===== src/rtl/state_snapshot_monitor_pkg.sv =====
// Shared encodings and field offsets for the SAT state-list snapshot monitor.
package state_snapshot_monitor_pkg;

  localparam logic [1:0] VAL_UNASSIGNED = 2'b00;
  localparam logic [1:0] VAL_TRUE       = 2'b01;
  localparam logic [1:0] VAL_FALSE      = 2'b10;

  localparam logic [1:0] LIT_NONE = 2'b00;
  localparam logic [1:0] LIT_POS  = 2'b01;
  localparam logic [1:0] LIT_NEG  = 2'b10;

  // Variable state = {lvl, value[2:0]}; level state = {dcd_bin, has_bkt}.
  localparam int VAR_VALUE_LSB   = 0;
  localparam int VAR_VALUE_W     = 3;
  localparam int VAR_LVL_LSB     = 3;
  localparam int LVL_HAS_BKT_BIT = 0;
  localparam int LVL_BIN_LSB     = 1;

  function automatic logic is_assigned(input logic [2:0] value);
    return (value[1:0] == VAL_TRUE) || (value[1:0] == VAL_FALSE);
  endfunction

  function automatic logic is_lit(input logic [1:0] lit);
    return (lit == LIT_POS) || (lit == LIT_NEG);
  endfunction

  // A clause built from the current assignment blocks it: each literal opposes its value.
  function automatic logic [1:0] negate_value(input logic [2:0] value);
    case (value[1:0])
      VAL_TRUE:  return LIT_NEG;
      VAL_FALSE: return LIT_POS;
      default:   return LIT_NONE;
    endcase
  endfunction

endpackage


===== src/rtl/state_snapshot_monitor_counter.sv =====
// snapshot_counter: counts flagged entries and finds the largest key among them.
module snapshot_counter #(
  parameter int N         = 8,
  parameter int WIDTH_KEY = 16,
  parameter int WIDTH_CNT = 4
) (
  input  logic [N-1:0]           present,
  input  logic [N*WIDTH_KEY-1:0] keys,
  output logic [WIDTH_CNT-1:0]   count,
  output logic [WIDTH_KEY-1:0]   max_key
);

  always_comb begin
    count   = '0;
    max_key = '0;
    for (int i = 0; i < N; i++) begin
      if (present[i]) begin
        count = count + WIDTH_CNT'(1);
        if (keys[i*WIDTH_KEY +: WIDTH_KEY] > max_key)
          max_key = keys[i*WIDTH_KEY +: WIDTH_KEY];
      end
    end
  end

endmodule


===== src/rtl/state_snapshot_monitor.sv =====
// Debug monitor: snapshots variable/level state vectors and a clause image, decodes by index.
module state_snapshot_monitor
  import state_snapshot_monitor_pkg::*;
#(
  parameter int NUM_VARS         = 8,
  parameter int NUM_LVLS         = 8,
  parameter int WIDTH_LVL        = 16,
  parameter int WIDTH_BIN_ID     = 10,
  parameter int WIDTH_VAR_STATES = 3 + WIDTH_LVL,
  parameter int WIDTH_LVL_STATES = WIDTH_BIN_ID + 1,
  parameter int WIDTH_IDX        = 3
) (
  input  logic                                 clk,
  input  logic                                 rst,
  input  logic                                 vs_set_i,
  input  logic [NUM_VARS*WIDTH_VAR_STATES-1:0] vs_data_i,
  input  logic                                 ls_set_i,
  input  logic [NUM_LVLS*WIDTH_LVL_STATES-1:0] ls_data_i,
  input  logic                                 cd_reset_i,
  input  logic                                 cd_set_values_i,
  input  logic [NUM_VARS*3-1:0]                cd_values_i,
  input  logic                                 cd_set_clause_i,
  input  logic [NUM_VARS*2-1:0]                cd_lits_i,
  input  logic [WIDTH_IDX-1:0]                 sel_i,
  output logic [2:0]                           var_value_o,
  output logic [WIDTH_LVL-1:0]                 var_lvl_o,
  output logic [WIDTH_BIN_ID-1:0]              lvl_dcd_bin_o,
  output logic                                 lvl_has_bkt_o,
  output logic [1:0]                           lit_o,
  output logic [WIDTH_IDX:0]                   num_assigned_o,
  output logic [WIDTH_LVL-1:0]                 max_var_lvl_o,
  output logic [WIDTH_IDX:0]                   num_lits_o,
  output logic                                 clause_empty_o,
  output logic                                 vs_valid_o,
  output logic                                 ls_valid_o
);

  logic [NUM_VARS*WIDTH_VAR_STATES-1:0] vs_q;
  logic [NUM_LVLS*WIDTH_LVL_STATES-1:0] ls_q;
  logic [NUM_VARS*2-1:0]                lits_q;
  logic [NUM_VARS*2-1:0]                lits_next;

  logic [NUM_VARS-1:0]           vs_present;
  logic [NUM_VARS*WIDTH_LVL-1:0] vs_lvls;
  logic [WIDTH_IDX:0]            vs_count;
  logic [WIDTH_LVL-1:0]          vs_max_lvl;
  logic [NUM_VARS-1:0]           lit_present;
  logic [WIDTH_IDX:0]            lit_count;
  logic                          lit_any;

  always_comb begin
    vs_present = '0;
    vs_lvls    = '0;
    for (int i = 0; i < NUM_VARS; i++) begin
      vs_present[i] = is_assigned(vs_data_i[i*WIDTH_VAR_STATES + VAR_VALUE_LSB +: VAR_VALUE_W]);
      vs_lvls[i*WIDTH_LVL +: WIDTH_LVL] = vs_data_i[i*WIDTH_VAR_STATES + VAR_LVL_LSB +: WIDTH_LVL];
    end
  end

  // Clause image next state; an idle cycle holds the current image.
  always_comb begin
    lits_next = lits_q;
    if (cd_reset_i) begin
      lits_next = '0;
    end else if (cd_set_clause_i) begin
      for (int i = 0; i < NUM_VARS; i++)
        lits_next[2*i +: 2] = is_lit(cd_lits_i[2*i +: 2]) ? cd_lits_i[2*i +: 2] : LIT_NONE;
    end else if (cd_set_values_i) begin
      for (int i = 0; i < NUM_VARS; i++)
        lits_next[2*i +: 2] = negate_value(cd_values_i[3*i +: 3]);
    end
  end

  always_comb begin
    lit_present = '0;
    for (int i = 0; i < NUM_VARS; i++)
      lit_present[i] = is_lit(lits_next[2*i +: 2]);
  end

  snapshot_counter #(
    .N(NUM_VARS), .WIDTH_KEY(WIDTH_LVL), .WIDTH_CNT(WIDTH_IDX + 1)
  ) u_vs_counter (
    .present (vs_present),
    .keys    (vs_lvls),
    .count   (vs_count),
    .max_key (vs_max_lvl)
  );

  // Keys equal to the flags make max_key an "any literal present" bit.
  snapshot_counter #(
    .N(NUM_VARS), .WIDTH_KEY(1), .WIDTH_CNT(WIDTH_IDX + 1)
  ) u_lit_counter (
    .present (lit_present),
    .keys    (lit_present),
    .count   (lit_count),
    .max_key (lit_any)
  );

  always_ff @(posedge clk) begin
    if (!rst) begin
      vs_q           <= '0;
      ls_q           <= '0;
      lits_q         <= '0;
      num_assigned_o <= '0;
      max_var_lvl_o  <= '0;
      num_lits_o     <= '0;
      clause_empty_o <= 1'b1;
      vs_valid_o     <= 1'b0;
      ls_valid_o     <= 1'b0;
    end else begin
      if (vs_set_i) begin
        vs_q           <= vs_data_i;
        num_assigned_o <= vs_count;
        max_var_lvl_o  <= vs_max_lvl;
        vs_valid_o     <= 1'b1;
      end
      if (ls_set_i) begin
        ls_q       <= ls_data_i;
        ls_valid_o <= 1'b1;
      end
      lits_q         <= lits_next;
      num_lits_o     <= lit_count;
      clause_empty_o <= !lit_any;
    end
  end

  // Index compare per slot: indices past NUM_VARS/NUM_LVLS match nothing and read 0.
  always_comb begin
    var_value_o   = '0;
    var_lvl_o     = '0;
    lit_o         = '0;
    lvl_dcd_bin_o = '0;
    lvl_has_bkt_o = 1'b0;
    for (int i = 0; i < NUM_VARS; i++) begin
      if (sel_i == WIDTH_IDX'(i)) begin
        var_value_o = vs_q[i*WIDTH_VAR_STATES + VAR_VALUE_LSB +: VAR_VALUE_W];
        var_lvl_o   = vs_q[i*WIDTH_VAR_STATES + VAR_LVL_LSB +: WIDTH_LVL];
        lit_o       = lits_q[2*i +: 2];
      end
    end
    for (int i = 0; i < NUM_LVLS; i++) begin
      if (sel_i == WIDTH_IDX'(i)) begin
        lvl_dcd_bin_o = ls_q[i*WIDTH_LVL_STATES + LVL_BIN_LSB +: WIDTH_BIN_ID];
        lvl_has_bkt_o = ls_q[i*WIDTH_LVL_STATES + LVL_HAS_BKT_BIT];
      end
    end
  end

endmodule


===== config.mk =====
export PLATFORM = sky130hd
export DESIGN_NAME = state_snapshot_monitor
export DESIGN_NICKNAME = d
export VERILOG_FILES = /design/src/rtl/state_snapshot_monitor_pkg.sv /design/src/rtl/state_snapshot_monitor_counter.sv /design/src/rtl/state_snapshot_monitor.sv
export SDC_FILE = /design/constraint.sdc
export NUM_CORES = 1
export LEC_CHECK = 0
export BUFFER_PORTS_ARGS = -buffer_cell sky130_fd_sc_hd__buf_4
export CAP_MARGIN = 20
export CORE_ASPECT_RATIO = 1.2
export CORE_MARGIN = 3
export CORE_UTILIZATION = 50
export DETAILED_ROUTE_END_ITERATION = 8
export GPL_TIMING_DRIVEN = 0
export PLACE_DENSITY = 0.76
export SYNTH_ARGS = -nofsm -noshare
export SYNTH_HDL_FRONTEND = slang
export SYNTH_SLANG_ARGS = --single-unit

===== constraint.sdc =====
create_clock -name clk -period 19.75 [get_ports clk]
set_clock_uncertainty 0.1 [all_clocks]
set_input_delay 1.975 -clock clk [delete_from_list [all_inputs] [get_ports clk]]
set_output_delay 1.975 -clock clk [all_outputs]
set_load 0.02 [all_outputs]

==> results of run 1 <==
[power groups by stage]
| stage | Sequential, mW | Combinational [mW] | Clock [mW] |
|---|---|---|---|
| 5_1_grt | 0.645 | 0.979 | 0.569 |
| 4_1_cts | 0.641 | 0.834 | 0.546 |
| 3_3_place_gp | 0.651 | 0.785 | 0 |
| 3_5_place_dp | 0.652 | 0.807 | 0 |
| 2_1_floorplan | 0.661 | 0.531 | 0 |
| 6_report | 0.642 | 0.896 | 0.545 |
[cell type report]
type / instances / area, µm² / share of cell area
flip-flops and latches: 283 / 5670 / 0.250
multi-input cells: 1471 / 11800 / 0.520
inverters: 116 / 435 / 0.0192
well taps: 462 / 578 / 0.0255
clock buffers: 38 / 779 / 0.0344
plain buffers: 118 / 553 / 0.0244
clock inverters: 13 / 136 / 0.00601
repair buffers: 358 / 2720 / 0.120
diodes: 4 / 10.0 / 0.000441
[worst max-delay path, delay by kind of cell]
family | cells | cell delay, ns
AOI/OAI and AO/OA | 45 | 7.65
and+or+nand+nor | 31 | 4.18
buffers and inverters | 17 | 2.53
adders and majority gates | 7 | 1.98
muxes | 2 | 0.57
[synth_stat cells, types with 6 or more instances]
master    instances
o21ai_0          94
mux2_2           27
and2_1           10
mux4_2           30
a22o_1           29
nand2_1         101
a211oi_1         13
a22oi_1           8
buf_1            28
a21oi_1          86
ha_1            118
o221ai_1         12
xnor2_1          33
a221oi_2          9
dfxtp_1         283
a31oi_1           9
a221oi_1          7
mux2i_1         299
nor3_1           11
mux2_4           10
nand2b_1         30
nor2b_1         281
nand4_1          18
o22ai_1          10
o21a_1            6
inv_1           116
nor2_1          107
xor2_1           12
clkbuf_1         87
a21o_1           20
nand3_1          14
[layer usage]
metal  GRT usage  part of all wire  wire [µm]  vias up
met1       0.402              0.40      26200     7891
met3      0.0501             0.068       4490      172
met5           0                 0          0        -
met2       0.556              0.48      31600      747
met4       0.161             0.058       3830        0
li1            -                 -          -     7734
[layout by cell type, fill, tap and decap left out, types with 8 or more instances in the layout]
cell | Yosys | final
buf_1 | 28 | 28
nand4_1 | 18 | 18
and2_1 | 10 | 9
clkbuf_1 | 87 | 81
mux4_2 | 30 | 30
buf_4 | 1 | 358
nor2_1 | 107 | 104
nor3_1 | 11 | 10
o22ai_1 | 10 | 10
a22o_1 | 29 | 29
dfxtp_1 | 283 | 283
o21ai_1 | 5 | 20
nand3_1 | 14 | 13
xor2_1 | 12 | 12
o21ai_0 | 94 | 74
mux2i_1 | 299 | 296
a211oi_1 | 13 | 12
mux2_4 | 10 | 10
o221ai_1 | 12 | 12
xnor2_1 | 33 | 32
a21oi_1 | 86 | 75
a22oi_1 | 8 | 8
buf_6 | 4 | 8
nand2_1 | 101 | 101
a221oi_2 | 9 | 9
nor2b_1 | 281 | 281
mux2_2 | 27 | 27
ha_1 | 118 | 118
a21o_1 | 20 | 20
inv_1 | 116 | 116
a31oi_1 | 9 | 9
clkinv_2 | 0 | 8
clkbuf_16 | 0 | 30
nand2b_1 | 30 | 30
[timing repair]
action / in CTS / in global routing
buffers inserted: 6 / 15
gates resized for setup: 38 / 85
pin swaps: 6 / 16
hold buffers: 0 / 0
endpoints found under the setup margin: 16 / 16
cloned: 0 / 1
[registers in the layout (all words and copies together) (netlist names)]
register / flops
vs_q: 152
ls_q: 88
lits_q: 16
max_var_lvl_o: 16
num_assigned_o: 4
num_lits_o: 4
clause_empty_o: 1
ls_valid_o: 1
vs_valid_o: 1
[cells by family (layout without fill, tap and decap cells)]
group | count (synthesis) | in the layout | synth area share
AO/OA/AOI/OAI | 336 | 336 | 0.123
AND/OR/NAND/NOR | 599 | 599 | 0.177
buffers and inverters | 236 | 643 | 0.0507
XOR/XNOR | 45 | 45 | 0.0217
multiplexers | 372 | 372 | 0.232
flip-flops | 283 | 283 | 0.313
other | 0 | 4 | 0
adder cells (fa/ha/maj) | 119 | 119 | 0.0821
[per-stage QoR]
step | instances | setup WS [ns] | setup TNS (ns)
after floorplan | 1990 | 0.866 | 0
after global placement | 2786 | -2.68 | -39.23
after detailed placement | 2786 | -2.92 | -43.00
after CTS | 2842 | 0.0315 | 0
after global routing | 2862 | -0.0333 | -0.178
final | 2863 | 1.16 | 0
[final timing paths]
check                                from                             end  slack (ns)
setup reg to reg     lits_q[3]$_SDFF_PN0_        num_lits_o[2]$_SDFF_PN0_       14.66
hold reg to reg   vs_valid_o$_SDFFE_PN0P_         vs_valid_o$_SDFFE_PN0P_        0.36
setup / recovery             vs_data_i[6]  max_var_lvl_o[11]$_SDFFE_PN0P_        1.16
hold / removal    vs_valid_o$_SDFFE_PN0P_         vs_valid_o$_SDFFE_PN0P_        0.36
==> impl_metrics.yaml, run 1 <==
floorplan:
  row_count: 75
  dieHeight_um: 215
  dieArea_um2: 38600
  start_util: 0.512
  fp.dieW_um: 180
  ios: 349
  coreArea_um2: 35400
cts:
  cts_inserted_buffers: 29
  clock_latency_ns: 0.57
  htreeDepth: 1
  clock-sinks: 283
  clockBufferDepth: 3
  cts_tree: "yes"
  cts_root_buffer: "clkbuf_16"
  clk_pin_slew_ns: 0.07
pwr:
  power_mw: 2.08
  p_per_area_nw_per_um2: 91.9
  peakVddDrop_mv: 0.0858
  combPwrFrac: 0.430
  power_switching_uw: 759
  switching_share: 0.364
  pwr-share-seq: 0.308
  leakage_nw: 10.3
  clkPwrFrac: 0.262
  p_int_mw: 1.32
critical_path:
  critPathCaptureType: "register"
  max_stage_delay_ns: 0.36
  reg2reg_depth: 22
  crit_type: "input pin to register"
  crit_fanout: 12
  critPathArrivalTime_ns: 18.90
  slowest_stage: "a221o_1"
  cp-start-kind: "input pin"
  critPathRequiredTime_ns: 20.06
route:
  wire_per_inst_um: 23.1
  drc: 0
  ant_nets: 0
  first_iter_violations: 1295
  wirelength_mm: 66.1
  vias_per_cell: 5.78
  drtPass1Iterations: 5
  dr_total_vias: 16500
global_route:
  grt_use_total: 0.326
  antenna_found_initial: 3
  grt_max_degree: 16
  overflow: 0
  grt_pass1_vias: 16500
  grt_pass1_wl_mm: 98.7
place:
  dpl.hpwl_mm: 52.9
  dpl_cell_area_um2: 21200
  gp_congestion: 0.970
  port_buffers: 334
logic_synthesis:
  ys.warnings.count: 0
  syn_inst: 1990
  synth_area_um2: 18100
  seq_area_frac_synth: 0.313
  synth_flop_cell: "dfxtp_1"
  synth_edf_count: 0
  yosysUniqueCellTypes: 67
  synthTopCellsByArea: "dfxtp_1 (31%), mux2i_1 (17%), nor2b_1 (9.7%)"
  avgSynthCellArea_um2: 9.11
  synth-seq-cells: 283
  async_reset_ff_frac: 0
  yosys.area.top_type: "dfxtp_1"
  syn_nets: 2398
  synth_top_area_frac: 0.313
layout:
  fin_area_um2: 22700
  fillers: 2996
  drive_gt1_frac: 0.226
  areaGrowthSynthToFinish_pct: 25.1
  num-nets-final: 2785
  utilization: 0.641
timing:
  hold_viol: 0
  slew_headroom: 0.375
  finalSetupViolCount: 0
  worstMarginPinSlew_ns: 0.938
  fmax_ghz: 0.0538
  finalCritPeriodShare: 0.941
  final_max_slew_viol_count: 0
  hold-worst-slack_ns: 0.364
  period_minus_slack_ns: 18.59
flow_run:
  cap_violations: 0
status:
  status: "finished, final reports clean"
min_path:
  hp-class: "register to register"
  min_delay_path_depth: 1
No activity file was read; power rests on OpenSTA's default activity.
==> run 2: changes to the inputs <==
--- a/config.mk
+++ b/config.mk
@@ -7,12 +7,13 @@
 export LEC_CHECK = 0
 export BUFFER_PORTS_ARGS = -buffer_cell sky130_fd_sc_hd__buf_4
 export CAP_MARGIN = 20
-export CORE_ASPECT_RATIO = 1.2
+export CORE_ASPECT_RATIO = 0.75
 export CORE_MARGIN = 3
 export CORE_UTILIZATION = 50
 export DETAILED_ROUTE_END_ITERATION = 8
 export GPL_TIMING_DRIVEN = 0
-export PLACE_DENSITY = 0.76
+export PLACE_DENSITY = 0.73
 export SYNTH_ARGS = -nofsm -noshare
 export SYNTH_HDL_FRONTEND = slang
+export SYNTH_HIERARCHICAL = 1
 export SYNTH_SLANG_ARGS = --single-unit
==> constraint.sdc (replaced) <==
create_clock -name clk -period 23 [get_ports clk]
set_clock_uncertainty 0.1 [all_clocks]
set_input_delay 2.3 -clock clk [delete_from_list [all_inputs] [get_ports clk]]
set_output_delay 2.3 -clock clk [all_outputs]
set_load 0.02 [all_outputs]
==> impl_metrics.yaml, run 2 <==
layout:
  largest_register_ffs: 152
  final_cell_mix: "buf_4 (346), mux2i_1 (342), nor2b_1 (318), dfxtp_1 (283), inv_1 (155)"
  areaGrowthSynthToFinish_pct: 22.3
  drive_gt1_frac: 0.215
  final_common_cell: "buf_4"
  num-nets-final: 2941
  top_register: "vs_q"
  top_regs: "vs_q (152), ls_q (88)"
logic_synthesis:
  yosys.cell_count.top_type: "mux2i_1"
  synth-seq-cells: 283
  synth_area_um2: 19600
  avgSynthCellArea_um2: 9.08
  yosys.area.top_type: "dfxtp_1"
  yosysUniqueCellTypes: 90
  syn_nets: 2570
  async_reset_ff_frac: 0
  syn_inst: 2161
  seq_area_frac_synth: 0.289
  synth_top_area_frac: 0.289
  synthTopCellsByArea: "dfxtp_1 (29%), mux2i_1 (17%), nor2b_1 (10%)"
  ys.warnings.count: 6
  synth_edf_count: 0
  synth_common_cells: "mux2i_1 (342), nor2b_1 (318), dfxtp_1 (283)"
  synth_flop_cell: "dfxtp_1"
floorplan:
  start_util: 0.510
  dieArea_um2: 41700
  ios: 349
  dieHeight_um: 178
  row_count: 62
  coreArea_um2: 38500
  fp.dieW_um: 235
place:
  port_buffers: 333
  place_ws_ns: -1.23
  dpl.hpwl_mm: 59.1
  gp_congestion: 0.971
timing:
  hold_viol: 0
  slew_headroom: 0.394
  fmax_ghz: 0.0460
  hold-worst-slack_ns: 0.383
  period_minus_slack_ns: 21.76
  finalCritPeriodShare: 0.946
  finalSetupViolCount: 0
  layout_setup_ws_ns: 1.24
  worstMarginPinSlew_ns: 0.905
  final_max_slew_viol_count: 0
global_route:
  grt_pass1_vias: 17100
  grt_max_degree: 17
  antenna_found_initial: 3
  grt_pass1_wl_mm: 106
  overflow: 0
  grt_use_total: 0.332
route:
  dr_total_vias: 17900
  ant_nets: 0
  first_iter_violations: 1785
  wire_per_inst_um: 23.7
  drtPass1Iterations: 5
  drc: 0
  wirelength_mm: 72.8
  vias_per_cell: 5.82
cts:
  clockBufferDepth: 3
  cts_root_buffer: "clkbuf_16"
  ctsHoldBuffers: 0
  cts_inserted_buffers: 30
  clock_latency_ns: 0.60
  clock-sinks: 283
  cts_tree: "yes"
  clk_pin_slew_ns: 0.06
  htreeDepth: 1
critical_path:
  critPathCaptureType: "register"
  max_stage_delay_ns: 0.50
  critPathRequiredTime_ns: 23.43
  critPathArrivalTime_ns: 22.19
  crit_type: "input pin to register"
  slowest_stage: "a2111o_1"
  crit_fanout: 10
  cp-start-kind: "input pin"
  critPathMostFrequentCell: "a21o_1"
pwr:
  leakage_nw: 11.0
  p_per_area_nw_per_um2: 80.4
  peakVddDrop_mv: 0.0649
flow_run:
  cap_violations: 0
min_path:
  hp-class: "register to register"
status:
  status: "finished, final reports clean"
==> run 2: final timing paths <==
check | cells past startpoint | from | to | slack [ns]
setup / recovery | 104 | vs_data_i[0] | max_var_lvl_o[2]$_SDFFE_PN0P_ | 1.24
hold / removal | 1 | ls_valid_o$_SDFFE_PN0P_ | ls_valid_o$_SDFFE_PN0P_ | 0.38
setup reg to reg | 22 | lits_q[1]$_SDFF_PN0_ | num_lits_o[3]$_SDFF_PN0_ | 18.05
hold reg to reg | 1 | ls_valid_o$_SDFFE_PN0P_ | ls_valid_o$_SDFFE_PN0P_ | 0.38
==> run 2: cells by family (layout without fill, tap and decap cells) <==
family	count (synthesis)	after routing	synth area share
and+or+nand+nor	597	597	0.175
AOI/OAI and AO/OA	403	403	0.151
muxes	390	390	0.207
other	0	4	0
xor gates and xnor gates	69	69	0.0346
buffers and inverters	298	693	0.0660
DFF	283	283	0.289
adders and majority gates	121	121	0.0771
==> run 2: cell type report <==
type | instances | area [µm²]
fillers | 3408 | 14500
multi-input cells | 1580 | 12700
flip-flops and latches | 283 | 5670
repair buffers | 340 | 2550
clock buffers | 39 | 835
plain buffers | 140 | 713
well taps | 512 | 641
inverters | 157 | 589
clock inverters | 17 | 244
diodes | 4 | 10.0
==> run 2: critical path: cells and delay by family <==
kind	cells	cell delay, ns
xor gates and xnor gates	1	0.20
adders and majority gates	7	1.80
and+or+nand+nor	25	3.28
buffers and inverters	18	3.31
AOI/OAI and AO/OA	49	10.28
muxes	4	0.95
==> run 2: stage by stage <==
| stage | setup TNS, ns | power, mW | util | cell area (µm²) | instances |
|---|---|---|---|---|---|
| after global routing | -0.0254 | 2.03 | 0.623 | 24000 | 3070 |
| after floorplan | 0 | 1.10 | - | 19600 | 2161 |
| final | 0 | 1.93 | 0.623 | 24000 | 3072 |
| after detailed placement | -17.89 | 1.37 | 0.591 | 22800 | 3006 |
| after global placement | -14.88 | 1.36 | 0.591 | 22800 | 3006 |
| after CTS | 0 | 1.90 | 0.620 | 23800 | 3062 |
==> run 2: where the power goes <==
| group | internal, mW | leakage, nW | switching, mW |
|---|---|---|---|
| Clock | 0.305 | 0.516 | 0.222 |
| Combinational | 0.356 | 8.18 | 0.489 |
| Sequential | 0.531 | 2.34 | 0.0256 |
==> run 2: timing repair <==
action	4_1_cts	5_1_grt
gates resized for setup	4	26
endpoints found under the hold margin	0	0
setup buffers	0	7
pin swaps	0	2
setup endpoints to repair	16	16
==> run 2: metal layers <==
layer	global-route usage	share of wire	vias up
met2	0.500	0.42	782
met5	0	0.00018	-
met3	0.0708	0.089	123
li1	-	-	8388
met4	0.0930	0.031	2
met1	0.479	0.46	8590
==> run 3: changes to the inputs <==
--- a/config.mk
+++ b/config.mk
@@ -9,10 +9,12 @@
 export CAP_MARGIN = 20
 export CORE_ASPECT_RATIO = 0.75
 export CORE_MARGIN = 3
-export CORE_UTILIZATION = 50
+export CORE_UTILIZATION = 55
+export CTS_BUF_LIST = sky130_fd_sc_hd__clkbuf_4 sky130_fd_sc_hd__clkbuf_8
 export DETAILED_ROUTE_END_ITERATION = 8
 export GPL_TIMING_DRIVEN = 0
-export PLACE_DENSITY = 0.73
+export PLACE_DENSITY = 0.79
+export SLEW_MARGIN = 40
 export SYNTH_ARGS = -nofsm -noshare
 export SYNTH_HDL_FRONTEND = slang
 export SYNTH_HIERARCHICAL = 1
==> impl_metrics.yaml, run 3 (synthesized netlist as in run 2, its figures left out) <==
layout:
  final_cell_mix: "buf_4 (343), mux2i_1 (342), nor2b_1 (318), dfxtp_1 (283), inv_1 (155)"
  layout.area.seq_um2: 5670
  num-nets-final: 2955
  areaGrowthSynthToFinish_pct: 20.9
  multiInputGateArea_um2: 12700
  largest_register_ffs: 152
  final_cells: 3037
  top_regs: "vs_q (152), ls_q (88)"
  fillers: 2857
  drive_gt1_frac: 0.221
  final_common_cell: "buf_4"
  top_register: "vs_q"
pwr:
  power_switching_uw: 729
  clkPwrFrac: 0.248
  switching_share: 0.392
  p_int_mw: 1.13
  leakage_nw: 11.0
  peakVddDrop_mv: 0.0695
  combPwrFrac: 0.453
  p_per_area_nw_per_um2: 78.3
  pwr-share-seq: 0.299
cts:
  clock-sinks: 283
  cts_root_buffer: "clkbuf_8"
  htreeDepth: 2
  clk_pin_slew_ns: 0.07
  clock_latency_ns: 0.59
  cts_inserted_buffers: 46
  cts_tree: "yes"
  clockBufferDepth: 3
timing:
  finalSetupViolCount: 0
  fmax_ghz: 0.0463
  slew_headroom: 0.436
  period_minus_slack_ns: 21.61
  worstMarginPinSlew_ns: 0.839
  final_max_slew_viol_count: 0
  hold_viol: 0
  finalCritPeriodShare: 0.939
  tns_ns: 0
place:
  dp_cells: 2951
  port_buffers: 333
  dpl.hpwl_mm: 57.1
  gp_congestion: 1.02
status:
  status: "finished, final reports clean"
floorplan:
  ios: 349
  dieArea_um2: 38000
  fp.dieW_um: 224
  row_count: 59
  start_util: 0.562
  coreArea_um2: 34900
  dieHeight_um: 170
global_route:
  grt_pass1_vias: 17300
  grt_max_degree: 14
  antenna_found_initial: 4
  grt_pass1_wl_mm: 104
  grt_use_total: 0.356
  overflow: 0
critical_path:
  crit_fanout: 10
  max_stage_delay_ns: 0.66
  crit_type: "input pin to register"
  cp-start-kind: "input pin"
  critPathMostFrequentCell: "a21o_1"
  critPathCaptureType: "register"
  slowest_stage: "a21boi_0"
  critPathArrivalTime_ns: 22.03
  critPathRequiredTime_ns: 23.42
route:
  wirelength_mm: 71.1
  vias_per_cell: 6.04
  wl_met2_mm: 29.0
  wire_per_inst_um: 23.4
  ant_nets: 0
  dr_total_vias: 18300
  highest-signal-layer: "met5"
  wl_met3_mm: 7.74
  drc: 0
  first_iter_violations: 1880
  drtPass1Iterations: 5
  m1WireLength_mm: 31.6
min_path:
  hp-class: "register to register"
flow_run:
  cap_violations: 0
==> run 3: cell count changes in the layout (fill, tap and decap cells not counted), moves of 3 or more <==
| cell | delta |
|---|---|
| clkbuf_8 | +55 |
| clkbuf_16 | -30 |
| clkinv_2 | +6 |
| clkinv_4 | -5 |
| bufinv_16 | -4 |
| clkbuf_4 | +4 |
| buf_4 | -3 |
==> run 3: cell type report <==
type                    instances  share of cell area
clock inverters                13             0.00364
plain buffers                 141              0.0301
repair buffers                337               0.107
well taps                     457              0.0241
diodes                          4            0.000422
flip-flops and latches        283               0.239
multi-input cells            1580               0.535
clock buffers                  65              0.0364
inverters                     157              0.0248
==> run 3: what timing repair did <==
action | in CTS | in global routing
hold buffers | 0 | 0
setup buffers | 0 | 4
hold endpoints to repair | 0 | 0
endpoints found under the setup margin | 0 | 16
gates resized for setup | 0 | 21
==> run 3: power by group through the flow <==
| stage | clock network (mW) | logic (mW) | registers (mW) |
|---|---|---|---|
| detailed placement | 0 | 0.802 | 0.565 |
| global placement | 0 | 0.780 | 0.563 |
| global route | 0.483 | 0.913 | 0.559 |
| CTS | 0.463 | 0.807 | 0.555 |
| finish | 0.460 | 0.842 | 0.555 |
| floorplan | 0 | 0.527 | 0.575 |
==> run 3: path summary, 6_finish.rpt <==
check	from	endpoint	depth (start not counted)	slack, ns
worst max-delay path	vs_data_i[0]	max_var_lvl_o[3]$_SDFFE_PN0P_	102	1.39
worst min-delay path	ls_valid_o$_SDFFE_PN0P_	ls_valid_o$_SDFFE_PN0P_	1	0.37
worst max register to register	lits_q[1]$_SDFF_PN0_	num_lits_o[3]$_SDFF_PN0_	22	18.08
worst min register to register	ls_valid_o$_SDFFE_PN0P_	ls_valid_o$_SDFFE_PN0P_	1	0.37
==> run 3: worst max-delay path, delay by kind of cell <==
family | cells | cell delay, ns
compound gates | 46 | 9.80
xor+xnor | 1 | 0.31
buf+inv | 19 | 3.50
simple gates | 24 | 3.04
mux | 5 | 1.03
fa+ha+maj | 7 | 2.06
==> run 3: stage by stage <==
stage	setup slack, ns	hold slack (ns)	instance area, µm²	power [mW]	util
floorplan	4.20	0.374	19600	1.10	-
global placement	0.265	0.340	22700	1.34	0.650
detailed placement	-0.0254	0.357	22700	1.37	0.650
CTS	0.550	0.372	23600	1.82	0.677
global route	-0.00890	0.393	23700	1.96	0.679
finish	1.39	0.373	23700	1.86	0.679
==> run 3: layer usage <==
layer | global-route usage | up-vias
met5 | 0 | -
met4 | 0.121 | 4
met3 | 0.0906 | 164
met2 | 0.524 | 999
met1 | 0.509 | 8751
li1 | - | 8421
